**config.mk**
```make
export PLATFORM = sky130hd
export DESIGN_NAME = sign_led_driver
export DESIGN_NICKNAME = d
export VERILOG_FILES = /design/src/rtl/sign_led_driver_pkg.sv /design/src/rtl/sign_led_driver_tick_divider.sv /design/src/rtl/sign_led_driver.sv
export SDC_FILE = /design/constraint.sdc
export NUM_CORES = 1
export LEC_CHECK = 0
export BUFFER_PORTS_ARGS = -buffer_cell sky130_fd_sc_hd__buf_4
export CAP_MARGIN = 5
export CORE_MARGIN = 4
export CORE_UTILIZATION = 49
export DETAILED_ROUTE_END_ITERATION = 8
export PLACE_DENSITY = 0.8
export SYNTH_ARGS = -nofsm -noshare
export SYNTH_HDL_FRONTEND = slang
export SYNTH_SLANG_ARGS = --single-unit
```
**constraint.sdc**
```tcl
create_clock -name clk_i -period 2.2 [get_ports clk_i]
set_clock_uncertainty 0.05 [all_clocks]
set_input_delay 0 -clock clk_i [delete_from_list [all_inputs] [get_ports clk_i]]
set_output_delay 0 -clock clk_i [all_outputs]
set_load 0.01 [all_outputs]
```
**src/rtl/sign_led_driver_pkg.sv**
```systemverilog
// Shared types and width helpers for the sign LED driver.
package sign_led_driver_pkg;

   // Flash sequencer states; the unused encoding 2'd3 recovers to StIdle.
   typedef enum logic [1:0] {
      StIdle = 2'd0,
      StOn   = 2'd1,
      StOff  = 2'd2
   } state_e;

   // Bits needed for a counter running 0..div-1 (div >= 2).
   function automatic int unsigned div_cnt_width(input int unsigned div);
      return (div <= 2) ? 1 : $clog2(div);
   endfunction

   // Bits needed for a phase timer loaded with up to max(a, b) - 1.
   function automatic int unsigned timer_width(input int unsigned a, input int unsigned b);
      int unsigned m;
      m = (a > b) ? a : b;
      return (m <= 2) ? 1 : $clog2(m);
   endfunction

endpackage

```
**src/rtl/sign_led_driver_tick_divider.sv**
```systemverilog
// Free-running cycle divider: pulses tick_o every DIV cycles, restartable via clr_i.
module sign_led_driver_tick_divider
   import sign_led_driver_pkg::*;
#(
   parameter int unsigned DIV = 100_000
) (
   input  logic clk_i,
   input  logic rst_i,
   input  logic clr_i,
   output logic tick_o
);

   localparam int unsigned CntW = div_cnt_width(DIV);
   localparam logic [CntW-1:0] CntLast = CntW'(DIV - 1);

   logic [CntW-1:0] cnt_q, cnt_d;

   assign tick_o = (cnt_q == CntLast);

   // Next count: restart on clear or wrap after the terminal count.
   always_comb begin
      cnt_d = cnt_q + 1'b1;
      if (clr_i || tick_o) begin
         cnt_d = '0;
      end
   end

   // Count register with synchronous reset.
   always_ff @(posedge clk_i) begin
      if (rst_i) begin
         cnt_q <= '0;
      end else begin
         cnt_q <= cnt_d;
      end
   end

endmodule

```
**src/rtl/sign_led_driver.sv**
```systemverilog
// Turns single-cycle event pulses into fixed-length LED flashes separated by dark gaps,
// queueing events that arrive while a flash is running.
module sign_led_driver
   import sign_led_driver_pkg::*;
#(
   parameter int unsigned DIV       = 100_000,
   parameter int unsigned ON_TICKS  = 200,
   parameter int unsigned OFF_TICKS = 100,
   parameter int unsigned CNT_W     = 3
) (
   input  logic             clk_i,
   input  logic             rst_i,
   input  logic             sign_i,
   output logic             led_o,
   output logic             busy_o,
   output logic [CNT_W-1:0] pending_o,
   output logic             overflow_o
);

   localparam int unsigned TimerW = timer_width(ON_TICKS, OFF_TICKS);
   localparam logic [TimerW-1:0] OnLoad  = TimerW'(ON_TICKS - 1);
   localparam logic [TimerW-1:0] OffLoad = TimerW'(OFF_TICKS - 1);
   localparam logic [CNT_W-1:0]  PendMax = {CNT_W{1'b1}};

   state_e            state_q, state_d;
   logic [TimerW-1:0] timer_q, timer_d;
   logic [CNT_W-1:0]  pend_q, pend_d;
   logic              ovf_q, ovf_d;
   logic              led_q, led_d;
   logic              tick;
   logic              clr;
   logic              start;

   // Divider restarts on every state change and is parked at zero while idle.
   assign clr = (state_q == StIdle) || (state_d != state_q);

   sign_led_driver_tick_divider #(
      .DIV (DIV)
   ) u_tick_divider (
      .clk_i  (clk_i),
      .rst_i  (rst_i),
      .clr_i  (clr),
      .tick_o (tick)
   );

   // FSM next state and phase timer; a phase ends on the tick seen with the timer at zero.
   always_comb begin
      state_d = state_q;
      timer_d = timer_q;
      start   = 1'b0;
      case (state_q)
         StIdle: begin
            if (pend_q != '0) begin
               start   = 1'b1;
               state_d = StOn;
               timer_d = OnLoad;
            end
         end
         StOn: begin
            if (tick) begin
               if (timer_q == '0) begin
                  state_d = StOff;
                  timer_d = OffLoad;
               end else begin
                  timer_d = timer_q - 1'b1;
               end
            end
         end
         StOff: begin
            if (tick) begin
               if (timer_q == '0) begin
                  state_d = StIdle;
               end else begin
                  timer_d = timer_q - 1'b1;
               end
            end
         end
         default: begin
            state_d = StIdle;
            timer_d = '0;
         end
      endcase
   end

   // Pending queue depth and sticky overflow; a coincident sign and start cancel out.
   always_comb begin
      pend_d = pend_q;
      ovf_d  = ovf_q;
      if (sign_i && !start) begin
         if (pend_q == PendMax) begin
            ovf_d = 1'b1;
         end else begin
            pend_d = pend_q + 1'b1;
         end
      end else if (start && !sign_i) begin
         pend_d = pend_q - 1'b1;
      end
   end

   // LED is registered from the next state so it tracks the ON phase exactly.
   always_comb begin
      led_d = (state_d == StOn);
   end

   // State, timer, queue and output registers with synchronous reset.
   always_ff @(posedge clk_i) begin
      if (rst_i) begin
         state_q <= StIdle;
         timer_q <= '0;
         pend_q  <= '0;
         ovf_q   <= 1'b0;
         led_q   <= 1'b0;
      end else begin
         state_q <= state_d;
         timer_q <= timer_d;
         pend_q  <= pend_d;
         ovf_q   <= ovf_d;
         led_q   <= led_d;
      end
   end

   assign led_o      = led_q;
   assign busy_o     = (state_q != StIdle);
   assign pending_o  = pend_q;
   assign overflow_o = ovf_q;

endmodule

```
==> impl_metrics.json, run 1 <==
{
  "ys_types": 51,
  "tightest_slew_ps": 537,
  "mostFrequentLayoutCells": "dfxtp_1, nor2_1, buf_4, nand3_1, a21oi_1",
  "area_growth_pct": 13.2,
  "cts_root_buffer": "clkbuf_8",
  "fp.coreArea_mm2": 0.00366,
  "sequentialPowerShare_pct": 29.2,
  "cts.sinks": 32,
  "power_frac_clock_pct": 18.1,
  "synth_adder_area_share_pct": 2.42,
  "io_pins": 9,
  "rows": 22,
  "clk_path_buf_depth": 2,
  "placed_area_mm2": 0.00196,
  "critPathSlowestCell": "or3b_1",
  "leakagePower_nw": 0.767,
  "dpl.hpwl_um": 2730,
  "cts_tree": "done",
  "slowest_delay_ps": 380,
  "cts_buffers": 5,
  "crit_fanout": 7,
  "synth_xor_area_share_pct": 8.93,
  "clk_pin_slew_ps": 70,
  "synth_warnings": 0,
  "die_area_mm2": 0.00485,
  "drv_cap": 0,
  "p_int_mw": 1.56,
  "drive_gt1_share_pct": 19.6,
  "wl_per_cell_um": 13.9,
  "syn_area_per_cell_um2": 8.28,
  "synth.ff_latch_count": 32,
  "synthSimpleGateAreaFrac_pct": 28.3,
  "period_share_pct": 94.0,
  "worstPathRequired_ps": 2320,
  "crit_path_start_kind": "flip-flop",
  "initial_utilization_pct": 50.9,
  "synth_mux_area_share_pct": 0.537,
  "netSwitchingFraction_pct": 40.5,
  "max_freq_mhz": 484,
  "synthCells": 225,
  "period_needed_ps": 2070,
  "ys_seq_area_share_pct": 34.4,
  "synth_edf_count": 0,
  "post-route-util_pct": 57.6,
  "synthArstFlopShare_pct": 0,
  "drcViolationCount": 0,
  "hold_violations": 0,
  "power.density_mw_per_mm2": 1240,
  "grt_start_max_net_pins": 18,
  "fin_ws_ps": 133,
  "drtIter0Drc": 274,
  "ys.flop_type": "dfxtp_1",
  "netlist_area_mm2": 0.00186,
  "grt_pass1_wl_um": 6920,
  "dpl.cell_count": 277,
  "cp_cell_sequence": "inv_1 -> ha_1 -> or3b_1 -> or2_4 -> a32o_2 -> o22ai_1 -> a21oi_1",
  "drv_slew": 0,
  "p_sw_mw": 1.06,
  "placement.io_buffers": 8,
  "dr.pass1.iters": 4,
  "track_usage_pct": 17.2,
  "synth_compound_area_share_pct": 17.6,
  "ant_nets": 0,
  "antenna_found_initial": 0,
  "place_congestion": 0.881,
  "final_common_cell": "dfxtp_1",
  "diodes": 0,
  "worstSetupEndpointType": "flip-flop",
  "clkLatencyLatePin_ps": 290,
  "setup_violations": 0,
  "overflow": 0,
  "max_slew_margin_pct": 64.2,
  "finalNonFillerCells": 288,
  "die_h_um": 69.7,
  "routed_wl_um": 3990,
  "grt_pass1_vias": 1573,
  "fin_nets": 245,
  "via_per_inst": 5.77,
  "synth_top_family_by_area": "simple AND/OR/NAND/NOR gates",
  "via_count": 1661,
  "synth_nets": 231,
  "final_area_mm2": 0.00211,
  "crit_type": "flip-flop to flip-flop",
  "worst_hold_path_type": "primary input to flip-flop",
  "status": "complete, no violations",
  "htree_levels": 2,
  "place_worst_setup_slack_ps": 8.43,
  "die_width_um": 69.7,
  "power_frac_comb_pct": 52.7,
  "crit_arrival_ps": 2190,
  "peakVddDrop_mv": 0.501,
  "rsz0062_at_grt": "true"
}
worst paths after layout:
path	from	to	slack, ps	cells past startpoint
setup / recovery	timer_q[0]	timer_q[2]	130	7
hold / removal	sign_i	overflow_o	60	3
setup reg to reg	timer_q[0]	timer_q[2]	130	7
hold reg to reg	overflow_o	overflow_o	440	2
flip-flops by register name (all words and copies together), names as in the netlist:
register and count:
state_q 2, pending_o 3, overflow_o 1, u_tick_divider.cnt_q 17, timer_q 8, led_o 1
final cells by class:
type	instances	area, µm²
sequential	32	641
multi-input combinational	171	1130
clock inverter	1	7.51
fill	314	1550
timing repair buffer	20	153
inverter	9	33.8
tap	48	60.1
clock buffer	7	86.3
cells in the mapped netlist (2+ instances only):
| master | n | area share, % |
|---|---|---|
| dfxtp_1 | 32 | 34 |
| nor2_1 | 30 | 6.0 |
| a21oi_1 | 13 | 3.5 |
| nand3_1 | 13 | 3.5 |
| nor3_1 | 13 | 3.5 |
| nand2_1 | 12 | 2.4 |
| xor2_1 | 12 | 5.6 |
| o21ai_0 | 9 | 2.4 |
| inv_1 | 8 | 1.6 |
| xnor2_1 | 7 | 3.3 |
| and3_1 | 5 | 1.7 |
| buf_4 | 4 | 1.6 |
| clkbuf_1 | 4 | 0.81 |
| nand4_1 | 4 | 1.3 |
| nor4_1 | 4 | 1.3 |
| or3_1 | 4 | 1.3 |
| a221oi_1 | 3 | 1.4 |
| o21ai_1 | 3 | 0.81 |
| a21o_1 | 2 | 0.81 |
| a311oi_1 | 2 | 0.94 |
| a31oi_1 | 2 | 0.67 |
| a32o_2 | 2 | 1.2 |
| and4_1 | 2 | 0.94 |
| buf_6 | 2 | 1.2 |
| ha_1 | 2 | 1.3 |
| nor4b_1 | 2 | 0.94 |
| nor4bb_1 | 2 | 1.1 |
| o211ai_1 | 2 | 0.81 |
| or3_2 | 2 | 0.81 |
| or4_1 | 2 | 0.81 |
worst max-delay path: cells and delay by family (launching register included):
kind	cells	cell delay (ps)
fa+ha+maj	1	180
buf+inv	1	110
compound gates	3	620
flops	1	320
simple gates	2	680
power groups by stage:
stage	logic (mW)	registers, mW	clock network [mW]
final	1.38	0.765	0.474
after global routing	1.53	0.781	0.514
after CTS	1.28	0.765	0.485
after detailed placement	1.24	0.776	0
after global placement	1.23	0.769	0
after floorplan	1.04	0.760	0
per-layer routing:
metal	wire length [µm]	global-route usage, %
met1	1770	20.2
met2	1940	28.8
met3	193	5.36
met4	89	7.45
met5	0	0
cell families (layout without fill, tap and decap cells):
logic type	count (synthesis)	in the layout
AOI/OAI and AO/OA	47	47
xor gates and xnor gates	19	19
adders and majority gates	3	3
buffers and inverters	22	37
DFF	32	32
muxes	1	1
and+or+nand+nor	101	101
metrics by stage:
| stage | TNS [ps] | hold WS (ps) | power [mW] |
|---|---|---|---|
| floorplan | 0 | 128 | 1.80 |
| global placement | 0 | 265 | 2.00 |
| detailed placement | 0 | 261 | 2.02 |
| CTS | 0 | 37.7 | 2.53 |
| global route | -24.6 | 92.9 | 2.82 |
| finish | 0 | 56.6 | 2.62 |
repair_timing:
item / 4_1_cts / 5_1_grt
setup endpoints to repair: 1 / 6
hold buffers: 1 / 0
hold endpoints to repair: 11 / 0
gates resized for setup: 2 / 6
pin swaps: 0 / 5
buffers inserted: 0 / 2
Power figures use the tool's default switching activity.
==> inputs of run 2 (changes only) <==
--- a/config.mk
+++ b/config.mk
@@ -5,12 +5,13 @@
 export SDC_FILE = /design/constraint.sdc
 export NUM_CORES = 1
 export LEC_CHECK = 0
+export ABC_AREA = 1
 export BUFFER_PORTS_ARGS = -buffer_cell sky130_fd_sc_hd__buf_4
 export CAP_MARGIN = 5
 export CORE_MARGIN = 4
 export CORE_UTILIZATION = 49
 export DETAILED_ROUTE_END_ITERATION = 8
-export PLACE_DENSITY = 0.8
+export PLACE_DENSITY = 0.69
 export SYNTH_ARGS = -nofsm -noshare
 export SYNTH_HDL_FRONTEND = slang
 export SYNTH_SLANG_ARGS = --single-unit
==> run 2 against run 1 <==
  * Clock power up 30%
  * Sequential share of layout area up 0.42 points
  * Critical path type unchanged
  * Power down 1.3%
  * Setup slack better by 75 ps
  * Critical path depth up 1
==> impl_metrics.json, run 2 <==
{
  "status": "complete, no violations",
  "slowest_delay_ps": 400,
  "setup_violations": 0,
  "period_needed_ps": 1990,
  "overflow": 0,
  "htree_levels": 2,
  "drv_cap": 0,
  "ant_nets": 0,
  "hold_start": "sign_i",
  "ys.flop_type": "dfxtp_1",
  "die_width_um": 69.4,
  "drt-met1-wl_um": 1660,
  "clk_path_buf_depth": 2,
  "min_delay_path_depth": 5,
  "drv_slew": 0,
  "area_growth_pct": 12.8,
  "dr.pass1.iters": 4,
  "reg2reg_depth": 8,
  "synthArstFlopShare_pct": 0,
  "fp.coreArea_mm2": 0.00366,
  "fillers": 348,
  "place_worst_setup_slack_ps": 248,
  "synth_nets": 276,
  "worst-r2r-setup-slack_ps": 210,
  "synth_edf_count": 0,
  "grt_start_max_net_pins": 18,
  "rsz0062_at_grt": "false",
  "synth.ff_latch_count": 32,
  "drive_gt1_share_pct": 14.1,
  "worst_hold_path_type": "primary input to flip-flop",
  "leakagePower_nw": 0.839,
  "final_common_cell": "nand2_1",
  "clkLatencyLatePin_ps": 280,
  "critPathTopFamily": "simple AND/OR/NAND/NOR gates",
  "die_area_mm2": 0.00481,
  "placement.io_buffers": 8,
  "synthTopCellsByCount": "nand2_1, nor2_1, inv_1",
  "mostFrequentLayoutCells": "nand2_1, nor2_1, inv_1, dfxtp_1, nand3_1",
  "worstSetupEndpointType": "flip-flop",
  "cp_num_buf_inv": 1,
  "initial_utilization_pct": 50.4,
  "setup_tns_ps": 0,
  "place_congestion": 0.925,
  "crit_arrival_ps": 2120,
  "ys_seq_area_share_pct": 34.7,
  "route.met2.wl_um": 1760,
  "power_frac_clock_pct": 23.7,
  "io_pins": 9,
  "post-route-util_pct": 56.8,
  "cts.sinks": 32,
  "clk_pin_slew_ps": 60,
  "drtIter0Drc": 79,
  "drcViolationCount": 0,
  "yosys.area.top_type": "dfxtp_1",
  "top_register": "u_tick_divider.cnt_q",
  "largest_reg_flops": 17,
  "power_frac_comb_pct": 44.9,
  "worstPathRequired_ps": 2320,
  "critPathSlowestCell": "fa_1",
  "cp_cell_sequence": "nor3_1 -> nor2_2 -> nor2_1 -> inv_1 -> fa_1 -> nand3b_1 -> a21oi_1 -> nor2_1",
  "via_per_inst": 4.87,
  "track_usage_pct": 15.9,
  "cts_buffers": 5,
  "routed_wl_um": 3610,
  "wl_met3_um": 99,
  "ys_types": 31,
  "tightest_slew_ps": 415,
  "netSwitchingFraction_pct": 41.0,
  "synthCells": 270,
  "period_share_pct": 90.5,
  "fin_nets": 289,
  "crit_path_start_kind": "flip-flop",
  "max_freq_mhz": 502,
  "peakVddDrop_mv": 0.437,
  "grt_pass1_vias": 1505,
  "hold_violations": 0,
  "p_int_mw": 1.53,
  "topRoutingLayerUsed": "met4",
  "yosysMostFrequentCell": "nand2_1",
  "netlist_area_mm2": 0.00184,
  "die_h_um": 69.4,
  "synth_warnings": 0,
  "synth_top_area_share_pct": 34.7,
  "cpMostUsedCell": "nor2_1",
  "p_sw_mw": 1.06,
  "r2r_end": "pending_o[2]",
  "seqCellArea_um2": 641,
  "syn_area_per_cell_um2": 6.83,
  "fin_ws_ps": 208,
  "antenna_found_initial": 0,
  "crit_type": "flip-flop to flip-flop",
  "cts_tree": "done",
  "rows": 22,
  "diodes": 0,
  "r2r_start": "pending_o[0]",
  "cts-resized-gates": 0,
  "multi_input_area_mm2": 0.00103,
  "ys_top_cells_by_area": "dfxtp_1, nand2_1, nor2_1",
  "grt_pass1_wl_um": 6310,
  "min_to": "pending_o[2]",
  "crit_fanout": 6,
  "cts_root_buffer": "clkbuf_8",
  "wl_per_cell_um": 10.9,
  "dpl.hpwl_um": 2740,
  "sequentialPowerShare_pct": 31.4,
  "via_count": 1618,
  "power.density_mw_per_mm2": 1240,
  "max_slew_margin_pct": 72.2
}
==> run 2: power by group through the flow <==
| stage | combinational (mW) | clock (mW) | sequential (mW) |
|---|---|---|---|
| 6_report | 1.16 | 0.614 | 0.812 |
| 5_1_grt | 1.34 | 0.664 | 0.828 |
| 4_1_cts | 1.17 | 0.639 | 0.811 |
| 3_5_place_dp | 1.16 | 0 | 0.824 |
| 3_3_place_gp | 1.15 | 0 | 0.817 |
| 2_1_floorplan | 0.914 | 0 | 0.808 |
==> run 2: final cells by class <==
cell class	count	share of cell area, %
flip-flops and latches	32	30.8
inverters	41	7.52
multi-input cells	194	49.4
repair buffers	9	3.37
clock inverters	1	1.44
clock buffers	7	4.63
well taps	48	2.89
==> run 2: worst max-delay path by stage <==
stage | slack, ps | startpoint | cells after the start | endpoint
2_1_floorplan | 370 | pending_o[0] | 8 | pending_o[2]
3_3_place_gp | 290 | pending_o[0] | 8 | pending_o[2]
3_5_place_dp | 250 | pending_o[0] | 8 | pending_o[2]
4_1_cts | 230 | pending_o[0] | 8 | pending_o[2]
5_1_grt | 30 | pending_o[0] | 8 | pending_o[2]
6_report | 210 | pending_o[0] | 8 | pending_o[2]
==> run 2: repair_timing <==
action,4_1_cts,5_1_grt
hold buffers,1,0
endpoints found under the hold margin,8,0
buffers inserted,0,0
==> run 2: metal layers <==
metal / vias up / global-route usage, %
met5: - / 0
met4: 0 / 7.81
met3: 11 / 4.06
met2: 22 / 26.4
met1: 707 / 18.9
li1: 878 / -
==> run 2: through the flow <==
stage                     instances  cell area (µm²)  hold WS (ps)  total power, mW
final                           332             2080          76.3             2.59
after global routing            332             2080           128             2.83
after CTS                       332             2080          74.3             2.62
after detailed placement        323             1940           204             1.99
after global placement          323             1940           198             1.96
after floorplan                 270             1840           248             1.72
==> run 2: worst register-to-register path, cell delays in order, from the launching register on <==
cell,delay [ps]
dfxtp_1,380
nor3_1,310
nor2_2,90
nor2_1,170
inv_1,100
fa_1,400
nand3b_1,190
a21oi_1,150
nor2_1,50
==> run 2: logic make-up (layout without fill, tap and decap cells) <==
kind of cell,Yosys count,in the layout,share of synthesized area (%)
fa+ha+maj,3,3,2.44
xor+xnor,10,10,4.75
simple gates,162,162,42.5
flops,32,32,34.7
buf+inv,44,58,9.57
compound gates,19,19,6.04
==> inputs of run 3 (changes only) <==
--- a/config.mk
+++ b/config.mk
@@ -11,7 +11,7 @@
 export CORE_MARGIN = 4
 export CORE_UTILIZATION = 49
 export DETAILED_ROUTE_END_ITERATION = 8
-export PLACE_DENSITY = 0.69
+export PLACE_DENSITY = 0.75
 export SYNTH_ARGS = -nofsm -noshare
 export SYNTH_HDL_FRONTEND = slang
 export SYNTH_SLANG_ARGS = --single-unit
==> run 3 against run 2 <==
  * Clock power down 7.5%
  * Setup slack better by 61 ps
  * Fmax rose by 3.1%
  * Sequential power is 0.5% lower
  * Global-route usage rose by 1.3 points
  * Critical path depth unchanged
  * Register-to-register slack improved by 60 ps
  * Critical path type unchanged
==> impl_metrics.json, run 3 (same netlist as run 2, synthesis figures left out) <==
{
  "status": "complete, no violations",
  "io_pins": 9,
  "rows": 22,
  "clkLatencyLatePin_ps": 290,
  "grt_pass1_vias": 1570,
  "placed_area_mm2": 0.00194,
  "fin_ws_ps": 269,
  "dpl.hpwl_um": 2660,
  "rsz0062_at_grt": "false",
  "finalNonFillerCells": 332,
  "crit_arrival_ps": 2070,
  "via_count": 1655,
  "setup_tns_ps": 0,
  "initial_utilization_pct": 50.4,
  "holdWs_ps": 74.2,
  "fillers": 354,
  "placement.io_buffers": 8,
  "clk_path_buf_depth": 2,
  "drcViolationCount": 0,
  "antenna_found_initial": 0,
  "diodes": 0,
  "max_freq_mhz": 518,
  "dpl.cell_count": 323,
  "critPathTopFamily": "simple AND/OR/NAND/NOR gates",
  "drive_gt1_share_pct": 14.1,
  "clk_pin_slew_ps": 70,
  "cts_root_buffer": "clkbuf_8",
  "cp_cell_sequence": "nor3_1 -> nor2_2 -> nor2_1 -> inv_1 -> fa_1 -> nand3b_1 -> a21oi_1 -> nor2_1",
  "wl_per_cell_um": 11.1,
  "routed_wl_um": 3670,
  "fin_nets": 289,
  "place_worst_setup_slack_ps": 300,
  "post_cts_buffers": 0,
  "worstSetupEndpointType": "flip-flop",
  "cpMostUsedCell": "nor2_1",
  "final_area_mm2": 0.00207,
  "die_width_um": 69.4,
  "leakagePower_nw": 0.828,
  "grt_pass1_wl_um": 6780,
  "power.density_mw_per_mm2": 1220,
  "cp_num_buf_inv": 1,
  "period_needed_ps": 1930,
  "via_per_inst": 4.98,
  "tightest_slew_ps": 442,
  "htree_levels": 2,
  "ant_nets": 0,
  "overflow": 0,
  "drtIter0Drc": 100,
  "crit_start": "pending_o[0]",
  "worst_hold_path_type": "primary input to flip-flop",
  "cts.sinks": 32,
  "fp.coreArea_mm2": 0.00366,
  "place_congestion": 0.960,
  "area_growth_pct": 12.0,
  "track_usage_pct": 17.1,
  "r2r_start": "pending_o[0]",
  "hold_start": "sign_i",
  "critPathSlowestCell": "fa_1",
  "slowest_delay_ps": 380,
  "mostFrequentLayoutCells": "nand2_1, nor2_1, inv_1, dfxtp_1, nand3_1",
  "postCtsHoldBufs": 1,
  "top_register": "u_tick_divider.cnt_q",
  "peakVddDrop_mv": 0.516,
  "cts_buffers": 5,
  "drv_slew": 0,
  "final_common_cell": "nand2_1",
  "cts_tree": "done",
  "cts-resized-gates": 0,
  "max_slew_margin_pct": 70.4,
  "die_h_um": 69.4,
  "setup_violations": 0,
  "period_share_pct": 87.8,
  "largest_reg_flops": 17,
  "crit_type": "flip-flop to flip-flop",
  "crit_fanout": 6,
  "post-route-util_pct": 56.4,
  "worstPathRequired_ps": 2340,
  "grt_start_max_net_pins": 18,
  "crit_path_start_kind": "flip-flop",
  "hold_violations": 0,
  "power_mw": 2.53,
  "drv_cap": 0,
  "dr.pass1.iters": 4,
  "die_area_mm2": 0.00481
}
run 3: cell count changes in the layout (fill, tap and decap cells not counted):
cell and delta:
clkinvlp_4 +1, clkbuf_8 -2, clkinv_2 +1
run 3: power breakdown:
group,switching [mW],internal [mW]
clock network,0.233,0.335
logic,0.720,0.433
registers,0.120,0.688
run 3: metal layers:
| layer | wire, µm | track usage (%) |
|---|---|---|
| met5 | 0 | 0 |
| met4 | 71 | 5.64 |
| met3 | 124 | 5.22 |
| met2 | 1840 | 29.2 |
| met1 | 1640 | 20.4 |
run 3: layout make-up:
cell class                 count  area, µm²  share of cell area (%)
sequential                    32        641                    31.0
clock buffer                   5       68.8                    3.33
timing repair buffer           9       70.1                    3.39
clock inverter                 3       42.5                    2.06
tap                           48       60.1                    2.91
inverter                      41        156                    7.57
multi-input combinational    194       1030                    49.7
run 3: worst min-delay path, cell delays in order:
cell and delay (ps):
buf_4 80, inv_1 50, nand3b_1 100, a21oi_1 70
nor2_1 90
run 3: path summary, 6_finish.rpt:
kind,slack [ps],depth (start not counted),endpoint
setup / recovery,270,8,pending_o[2]
hold / removal,70,5,pending_o[2]
setup reg to reg,270,8,pending_o[2]
hold reg to reg,420,1,overflow_o
